File: src/rtl/datapath.sv
// datapath: four-register file feeding a 32-bit ALU whose result writes back on the clock edge
module regfile #(
  parameter int WIDTH = 32,
  parameter int NREGS = 4
) (
  input  logic                     clk,
  input  logic                     rst,
  input  logic                     wr,
  input  logic [$clog2(NREGS)-1:0] addr1,
  input  logic [$clog2(NREGS)-1:0] addr2,
  input  logic [$clog2(NREGS)-1:0] addr3,
  input  logic [WIDTH-1:0]         wd,
  output logic [WIDTH-1:0]         a,
  output logic [WIDTH-1:0]         b
);
  localparam logic [WIDTH-1:0] INIT [0:NREGS-1] = '{WIDTH'(0), WIDTH'(8), WIDTH'(4), WIDTH'(3)};
  logic [WIDTH-1:0] register [0:NREGS-1] = INIT;
  assign a = register[addr1];
  assign b = register[addr2];
  // async reset reloads the power-up constants; otherwise write back the ALU result
  always_ff @(posedge clk or posedge rst)
    if (rst) register <= INIT;
    else if (wr) register[addr3] <= wd;
endmodule

// alu: eight-operation ALU with zero and signed-overflow flags
module alu #(
  parameter int WIDTH = 32
) (
  input  logic [2:0]       op,
  input  logic [WIDTH-1:0] a,
  input  logic [WIDTH-1:0] b,
  output logic [WIDTH-1:0] y,
  output logic             zero,
  output logic             overflow
);
  logic [WIDTH-1:0] sum, diff;
  assign sum  = a + b;
  assign diff = a - b;
  // operation select
  always_comb begin
    y = '0;
    case (op)
      3'b000: y = sum;
      3'b001: y = diff;
      3'b010: y = a & b;
      3'b011: y = a | b;
      3'b100: y = a ^ b;
      3'b101: y = ~(a | b);
      3'b110: y = WIDTH'($signed(a) < $signed(b));
      3'b111: y = a << b[$clog2(WIDTH)-1:0];
      default: y = '0;
    endcase
  end
  assign zero = y == '0;
  // signed overflow only exists for add and subtract
  always_comb
    overflow = op == 3'b000 ? (a[WIDTH-1] == b[WIDTH-1]) && (sum[WIDTH-1] != a[WIDTH-1]) :
               op == 3'b001 ? (a[WIDTH-1] != b[WIDTH-1]) && (diff[WIDTH-1] != a[WIDTH-1]) : 1'b0;
endmodule

module datapath #(
  parameter int WIDTH = 32,
  parameter int NREGS = 4
) (
  input  logic                     clk,
  input  logic                     rst,
  input  logic                     wr,
  input  logic [2:0]               ALUControl,
  input  logic [$clog2(NREGS)-1:0] addr1,
  input  logic [$clog2(NREGS)-1:0] addr2,
  input  logic [$clog2(NREGS)-1:0] addr3,
  output logic [WIDTH-1:0]         Result,
  output logic                     Zero,
  output logic                     Overflow
);
  logic [WIDTH-1:0] a, b;
  regfile #(.WIDTH(WIDTH), .NREGS(NREGS)) RF (
    .clk(clk), .rst(rst), .wr(wr), .addr1(addr1), .addr2(addr2), .addr3(addr3),
    .wd(Result), .a(a), .b(b)
  );
  alu #(.WIDTH(WIDTH)) ALU32 (
    .op(ALUControl), .a(a), .b(b), .y(Result), .zero(Zero), .overflow(Overflow)
  );
endmodule

File: config.mk
export PLATFORM = sky130hd
export DESIGN_NAME = datapath
export DESIGN_NICKNAME = d
export VERILOG_FILES = /design/src/rtl/datapath.sv
export SDC_FILE = /design/constraint.sdc
export NUM_CORES = 1
export LEC_CHECK = 0
export CAP_MARGIN = 20
export CORE_AREA = 2 2 164 166
export CTS_BUF_LIST = sky130_fd_sc_hd__clkbuf_8
export DETAILED_ROUTE_END_ITERATION = 8
export DIE_AREA = 0 0 166 168
export PLACE_DENSITY = 0.74
export SETUP_SLACK_MARGIN = 0.4
export SLEW_MARGIN = 20
export SYNTH_ARGS = -nofsm -noshare
export SYNTH_HDL_FRONTEND = slang
export SYNTH_HIERARCHICAL = 1
export SYNTH_SLANG_ARGS = --single-unit
File: constraint.sdc
create_clock -name clk -period 26 [get_ports clk]
set_input_delay 6.5 -clock clk [delete_from_list [all_inputs] [get_ports clk]]
set_output_delay 6.5 -clock clk [all_outputs]
set_load 0.03 [all_outputs]
== Word level (Yosys, flattened, before mapping) ==
Cells that the tools add are included.

* Register bits after elaboration: 128
* Output and inout port bits: 34

* Add/subtract/negate cells: 2
* Magnitude comparators: 5
* Eq/ne operators: 11
* Shift-type cells: 1
* Muxes and demuxes: 12
* Bitwise gates (word level): 7
* Reductions and logical operators: 5

{| class="wikitable"
|+ Operators by type and width
! cell !! number
|-
| $pmux 32 s8 || 1
|-
| $mux 32 || 5
|-
| $bmux 32 s2 || 2
|-
| $bwmux 128 || 1
|-
| $demux 32 s2 || 1
|-
| $add 32x32->32 || 1
|-
| $and 32x32->32 || 1
|-
| $logic_not 32->1 || 1
|-
| $lt 32x32->1 || 1
|-
| $not 32->32 || 1
|-
| $or 32x32->32 || 1
|-
| $shl 32x5->32 || 1
|-
| $sub 32x32->32 || 1
|-
| $xor 32x32->32 || 1
|-
| $eq 3x3->1 const B || 4
|-
| $ge 3x3->1 const B || 3
|-
| $not 2->3 || 3
|-
| $eq 3x2->1 const B || 2
|-
| $eq 3x1->1 const B || 1
|-
| $logic_and 1x1->1 || 3
|-
| $logic_not 3->1 || 1
|-
| $lt 3x1->1 const B || 1
|-
| $ne 1x1->1 || 3
|-
| $mux 1 || 2
|-
| $eq 1x1->1 || 1
|}

== Depth between registers and ports, before layout ==
* Depth in word-level cells: 9
* Mapped depth: 20
* Mapped depth without buffers: 15

== Cells and area by module ==
Netlist, hierarchy kept.

{| class="wikitable"
|+ By module, submodules not included
! module !! instances !! cells an instance !! area an instance (um^2) !! seq. area each (um^2)
|-
| alu || 1 || 1190 || 7860.0 || 0.0
|-
| regfile || 1 || 353 || 6287.3 || 3208.1
|}

== Worst setup path before layout ==
OpenSTA, ideal clock, no wires.

* Path kind: input to output
* Start: in addr2[1]
* End: out Zero
* Data arrival time: 12.015 ns
* Slack: 7.485 ns
* Stages on the path: 19
* Buffers on the path: 5
* Cell sequence: buf_2 -> buf_4 -> mux4_2 -> buf_2 -> inv_2 -> buf_1 -> buf_1 -> ha_1 -> or2_2 -> a211o_1 -> o21ai_1 -> o311ai_1 -> a21oi_1 -> o2111a_1 -> mux2i_1 -> or4_1 -> nor4_1 -> nand4b_1 -> nor4_2

* Elaborated cells on any way between the ends: 14
* Classes of those cells: add/sub: 2; order compare: 1; shift: 1; mux: 4; bitwise: 5; reduce/logical: 1

{| class="wikitable"
|+ RTL lines
! element !! line !! RTL
|-
| from (decl) || 71 || <nowiki>input logic [$clog2(NREGS)-1:0] addr2,</nowiki>
|-
| $not 2->3 (implied by the code) (*) || 19 || <nowiki>assign b = register[addr2];</nowiki>
|-
| $bmux 32 s2 (*) || 19 ||
|-
| $mux 32 (implied by the code) (*) (2 in a row) || 19 ||
|-
| via b[1] || 77 || <nowiki>logic [WIDTH-1:0] a, b;</nowiki>
|-
| $sub 32x32->32 (tied with other cells) || 39 || <nowiki>assign diff = a - b;</nowiki>
|-
| $pmux 32 s8 (*) || 43 || <nowiki>case (op)</nowiki>
|-
| via Result[29] || 73 || <nowiki>output logic [WIDTH-1:0] Result,</nowiki>
|-
| $logic_not 32->1 (*) || 55 || <nowiki>assign zero = y == '0;</nowiki>
|-
| to (decl) || 74 || <nowiki>output logic Zero,</nowiki>
|}

Mark *: on every way through the listed nets, which the timed path passes. The rest lies on a longest branch. The select of a mux whose other input is x is not followed.

== Worst setup path after layout ==
* Start: in addr2[1]
* End: out Zero

* Cells in the longest elaborated chain, start to end: 8
* Elaborated cells on any way between the ends: 14
* Classes of those cells: add/sub: 2; order compare: 1; shift: 1; mux: 4; bitwise: 5; reduce/logical: 1

{| class="wikitable"
|+ RTL lines
! element !! line
|-
| $not 2->3 (implied by the code) (*) || 19
|-
| $bmux 32 s2 (*) || 19
|-
| $mux 32 (implied by the code) (*) (2 in a row) || 19
|-
| via b[1] || 77
|-
| parallel branches: the longest is 2 deep, another holds $sub 32x32->32 || --
|-
| $pmux 32 s8 (*) || 43
|-
| $logic_not 32->1 (*) || 55
|}

Mark *: on every way through the listed nets, which the timed path passes. The select of a mux whose other input is x is not followed.

==> implementation parameters <==
Parameter                              Value

Logic synthesis
  Ranking of synthesized cells by area ... sky130_fd_sc_hd__dfrtp_1 22%, sky130_fd_sc_hd__mux4_2 13%, sky130_fd_sc_hd__mux2_2 11%
  Count of flip-flops with a built-in enable after synthesis ... 0
  Top cell type's share of synthesized area ... 21.9%
  Post-synthesis cell type with the largest combined area ... sky130_fd_sc_hd__dfrtp_1
  Main combinational cell family by area after synthesis ... multiplexers
  Fraction of synthesized area in multiplexers ... 27.1%
  Area of the mapped netlist ... 14100 um2
  Post-Syn Instances ... 1543
  Share of synthesized area occupied by flip-flops and latches ... 22.7%
  Async set-reset flop share out of synthesis ... 100%
  Post-Synth XOR/XNOR Area ... 1.55%
  Post-synthesis simple-gate area fraction ... 14.2%
  Syn nets ... about 1700
  Compound-gate portion of the synthesized area ... 19.3%
  Synth warnings ... 6
  Flip-flop and latch count after synthesis ... approximately 130
  Adder-cell share of the synthesized area ... 8.86%
  Mean instance size in the synthesized netlist ... 9.17 um2
  Cell variety after synth ... 87
  Most frequently used flop master after synthesis ... sky130_fd_sc_hd__dfrtp_1

Status
  Status ... complete, no violations

Timing
  Setup-violating endpoint count in the final report ... 0
  Final-layout setup total negative slack ... 0 ns
  Worst Tran Pin Value ... 1.04 ns
  Setup Skew ... 0.0216 ns
  Max Transition Viols Final ... 0
  Least setup slack across all paths after layout ... 6.31 ns
  Hold Violations, Final ... 0
  Worst max-slew margin expressed relative to the limit ... 29.9%
  Final worst path period share ... 75.7%
  RSZ-0062 raised after global routing ... false
  Final critical-path required period ... 19.69 ns
  FMAX ... 50.8 MHz

Place
  Number of instances in the placed design ... 1840
  Port-buffer cells ... 45
  GP Congestion ... 1.10
  DP Wirelength ... 39.1 mm
  Post-Place Worst Slack ... 6.53 ns

Clock tree
  Clk sink count ... 128
  Insertion delay to the later sink of the worst-skew pair ... 0.48 ns
  CTS tree ... yes
  Clock-pin transition on the worst setup and hold timing paths ... 0.10 ns
  Maximum clock path buffer count ... 2
  # resized after CTS ... 0
  Post-CTS Setup Repair Bufs ... 0
  Hold buffer count at CTS ... 0
  Cts bufs inserted ... 17
  Clk root buf ... sky130_fd_sc_hd__clkbuf_8
  H-Tree Depth ... 4

Routing
  Drt initial violations ... 2030
  Via total after detailed routing ... 13439
  Avg Vias per Cell ... 7.17
  Average routed wire per standard cell ... about 28 um
  Post-detailed-route DRC marker count ... 0
  Routed wire length ... 53.0 mm
  Number of iterations in the first detailed-routing pass ... 6
  Number of antenna-violating nets in the routed design ... 0

Setup path
  Data arrival time of the critical path ... approximately 13 ns
  Critical path capture point type ... output pin
  Kind of critical path ... in2out
  Reg2reg setup slack ... just over 20 ns
  CP startpoint kind ... primary input
  Maximum fanout encountered on the critical timing path ... 40
  Reg-to-reg endpoint ... RF/register[63]
  Reg-to-reg critical path startpoint ... RF/register[97]
  Depth of the worst register-to-register path ... 15
  Required time of the critical path ... about 20 ns

GRT
  Antenna violations before repair ... 1
  Wire length of the first global-routing pass ... roughly 80 mm
  Total track usage ... 37.8%
  Largest net degree at the start of global routing ... 77
  Global route overflow ... 0
  Vias in the first global route ... 12833

Cells and area
  Number of nets in the finished design ... 1630
  Total of fill cells in the finished design ... 2380
  Area growth, synth to finish ... 6.54%
  Largest reg by FF count ... RF/register
  Area used by multi-input combinational logic ... 10100 um2
  Share of final-layout standard cells stronger than drive strength 1 ... between 20% and 30%
  Sequential cell area ... around 3200 um2
  Biggest regs ... RF/register: 128 flops
  Commonest cells after routing, fill and taps aside ... 138 x sky130_fd_sc_hd__mux2_2, 124 x sky130_fd_sc_hd__dfrtp_1, 112 x sky130_fd_sc_hd__nand2_1
  Flip-flop count of the largest register, all copies and words added ... 128
  Most common cell after layout, fill and taps aside ... sky130_fd_sc_hd__mux2_2
  Cell Count, Final, Fillers Out ... 1874

Floorplanning
  Num rows ... 60
  Starting Density ... 53.7%
  Ports placed on the boundary ... 46
  Die footprint ... 27900 um2
  Die boundary width ... 166 um
  Floorplan core area ... 26400 um2
  Die Height ... 168 um

Min path
  Cell depth of the worst hold path ... 1
  Class of the worst hold path ... reg2reg
  End of the worst hold path ... RF/register[122]
  Source of the worst hold timing path ... RF/register[122]

Run
  Max Cap Violations ... 0
worst max-delay path, stage by stage:
cell and delay, ns:
sky130_fd_sc_hd__buf_2 0.08, sky130_fd_sc_hd__buf_4 0.55, sky130_fd_sc_hd__mux4_2 0.58, sky130_fd_sc_hd__buf_4 0.31
sky130_fd_sc_hd__inv_2 0.53, sky130_fd_sc_hd__ha_1 0.37, sky130_fd_sc_hd__or2_2 0.32, sky130_fd_sc_hd__a211o_1 0.30
sky130_fd_sc_hd__o21ai_1 0.59, sky130_fd_sc_hd__o211ai_1 0.20, sky130_fd_sc_hd__a32oi_1 0.31, sky130_fd_sc_hd__xnor2_1 0.12
sky130_fd_sc_hd__a2111oi_0 0.72, sky130_fd_sc_hd__o2111ai_1 0.25, sky130_fd_sc_hd__nor4_2 0.38, sky130_fd_sc_hd__nand4b_1 0.17
sky130_fd_sc_hd__nor4_2 0.15, sky130_fd_sc_hd__clkdlybuf4s50_1 0.71
synthesized netlist by cell type (8+ instances only):
cell type	instances
sky130_fd_sc_hd__inv_1	96
sky130_fd_sc_hd__nor3_1	30
sky130_fd_sc_hd__or2_2	8
sky130_fd_sc_hd__o21ai_0	95
sky130_fd_sc_hd__or3_1	13
sky130_fd_sc_hd__a21oi_1	87
sky130_fd_sc_hd__nand4_1	11
sky130_fd_sc_hd__buf_2	36
sky130_fd_sc_hd__mux4_2	80
sky130_fd_sc_hd__buf_1	8
sky130_fd_sc_hd__a211oi_1	10
sky130_fd_sc_hd__dfrtp_1	124
sky130_fd_sc_hd__and3_1	8
sky130_fd_sc_hd__a21o_1	18
sky130_fd_sc_hd__o22ai_1	24
sky130_fd_sc_hd__nand2b_1	24
sky130_fd_sc_hd__o211ai_1	27
sky130_fd_sc_hd__ha_1	97
sky130_fd_sc_hd__a21boi_0	23
sky130_fd_sc_hd__nor2b_1	17
sky130_fd_sc_hd__xnor2_1	22
sky130_fd_sc_hd__nand3_1	32
sky130_fd_sc_hd__nor2_1	98
sky130_fd_sc_hd__nand2_1	112
sky130_fd_sc_hd__clkbuf_1	51
sky130_fd_sc_hd__o221ai_1	13
sky130_fd_sc_hd__a31oi_1	17
sky130_fd_sc_hd__a221oi_1	12
sky130_fd_sc_hd__mux2_2	138
sky130_fd_sc_hd__mux2i_1	42
sky130_fd_sc_hd__nand4b_1	8
sky130_fd_sc_hd__buf_4	12
sky130_fd_sc_hd__nor4_1	14
kinds of logic (layout without fill, tap and decap cells):
logic type / Yosys count / count (layout)
xor gates and xnor gates: 25 / 25
buffers and inverters: 208 / 197
and+or+nand+nor: 405 / 405
muxes: 264 / 264
DFF: 128 / 128
adders and majority gates: 99 / 99
other: 0 / 1
AOI/OAI and AO/OA: 414 / 414
metrics by stage:
stage / instance area, um2 / utilization [%] / hold slack, ns
2_1_floorplan: 14100 / - / 0.471
3_3_place_gp: 14600 / 55.6 / 0.486
3_5_place_dp: 14600 / 55.6 / 0.502
4_1_cts: 15000 / 57.1 / 0.524
5_1_grt: 15100 / 57.2 / 0.550
6_report: 15100 / 57.2 / 0.525
cell type report:
type                       count  share of cell area (%)
antenna                        1                  0.0166
clock buffer                  17                    1.55
clock inverter                15                    1.09
inverter                      99                    2.48
multi-input combinational   1207                    66.7
sequential                   128                    21.3
tap                          341                    2.83
timing repair buffer          66                    4.00
metal layers:
metal  vias to the layer above  global-route usage [%]  share of wire (%)
met5                         -                       0                  0
met4                         0                    14.7                4.0
met1                      6676                    56.5                 43
met2                       861                    54.0                 42
li1                       5753                       -                  -
met3                       149                    7.33                 12
how the worst max path moves through the flow:
stage                      end  slack, ns  startpoint
final                     Zero       6.31    addr2[1]
after global routing      Zero       6.03    addr2[1]
after CTS                 Zero       6.51    addr2[1]
after detailed placement  Zero       6.53    addr2[1]
after global placement    Zero       6.63    addr2[1]
after floorplan           Zero       7.49    addr2[1]
Power is not shown: default switching activity piles up to over one toggle a cycle in this logic, so the estimate is an artifact.
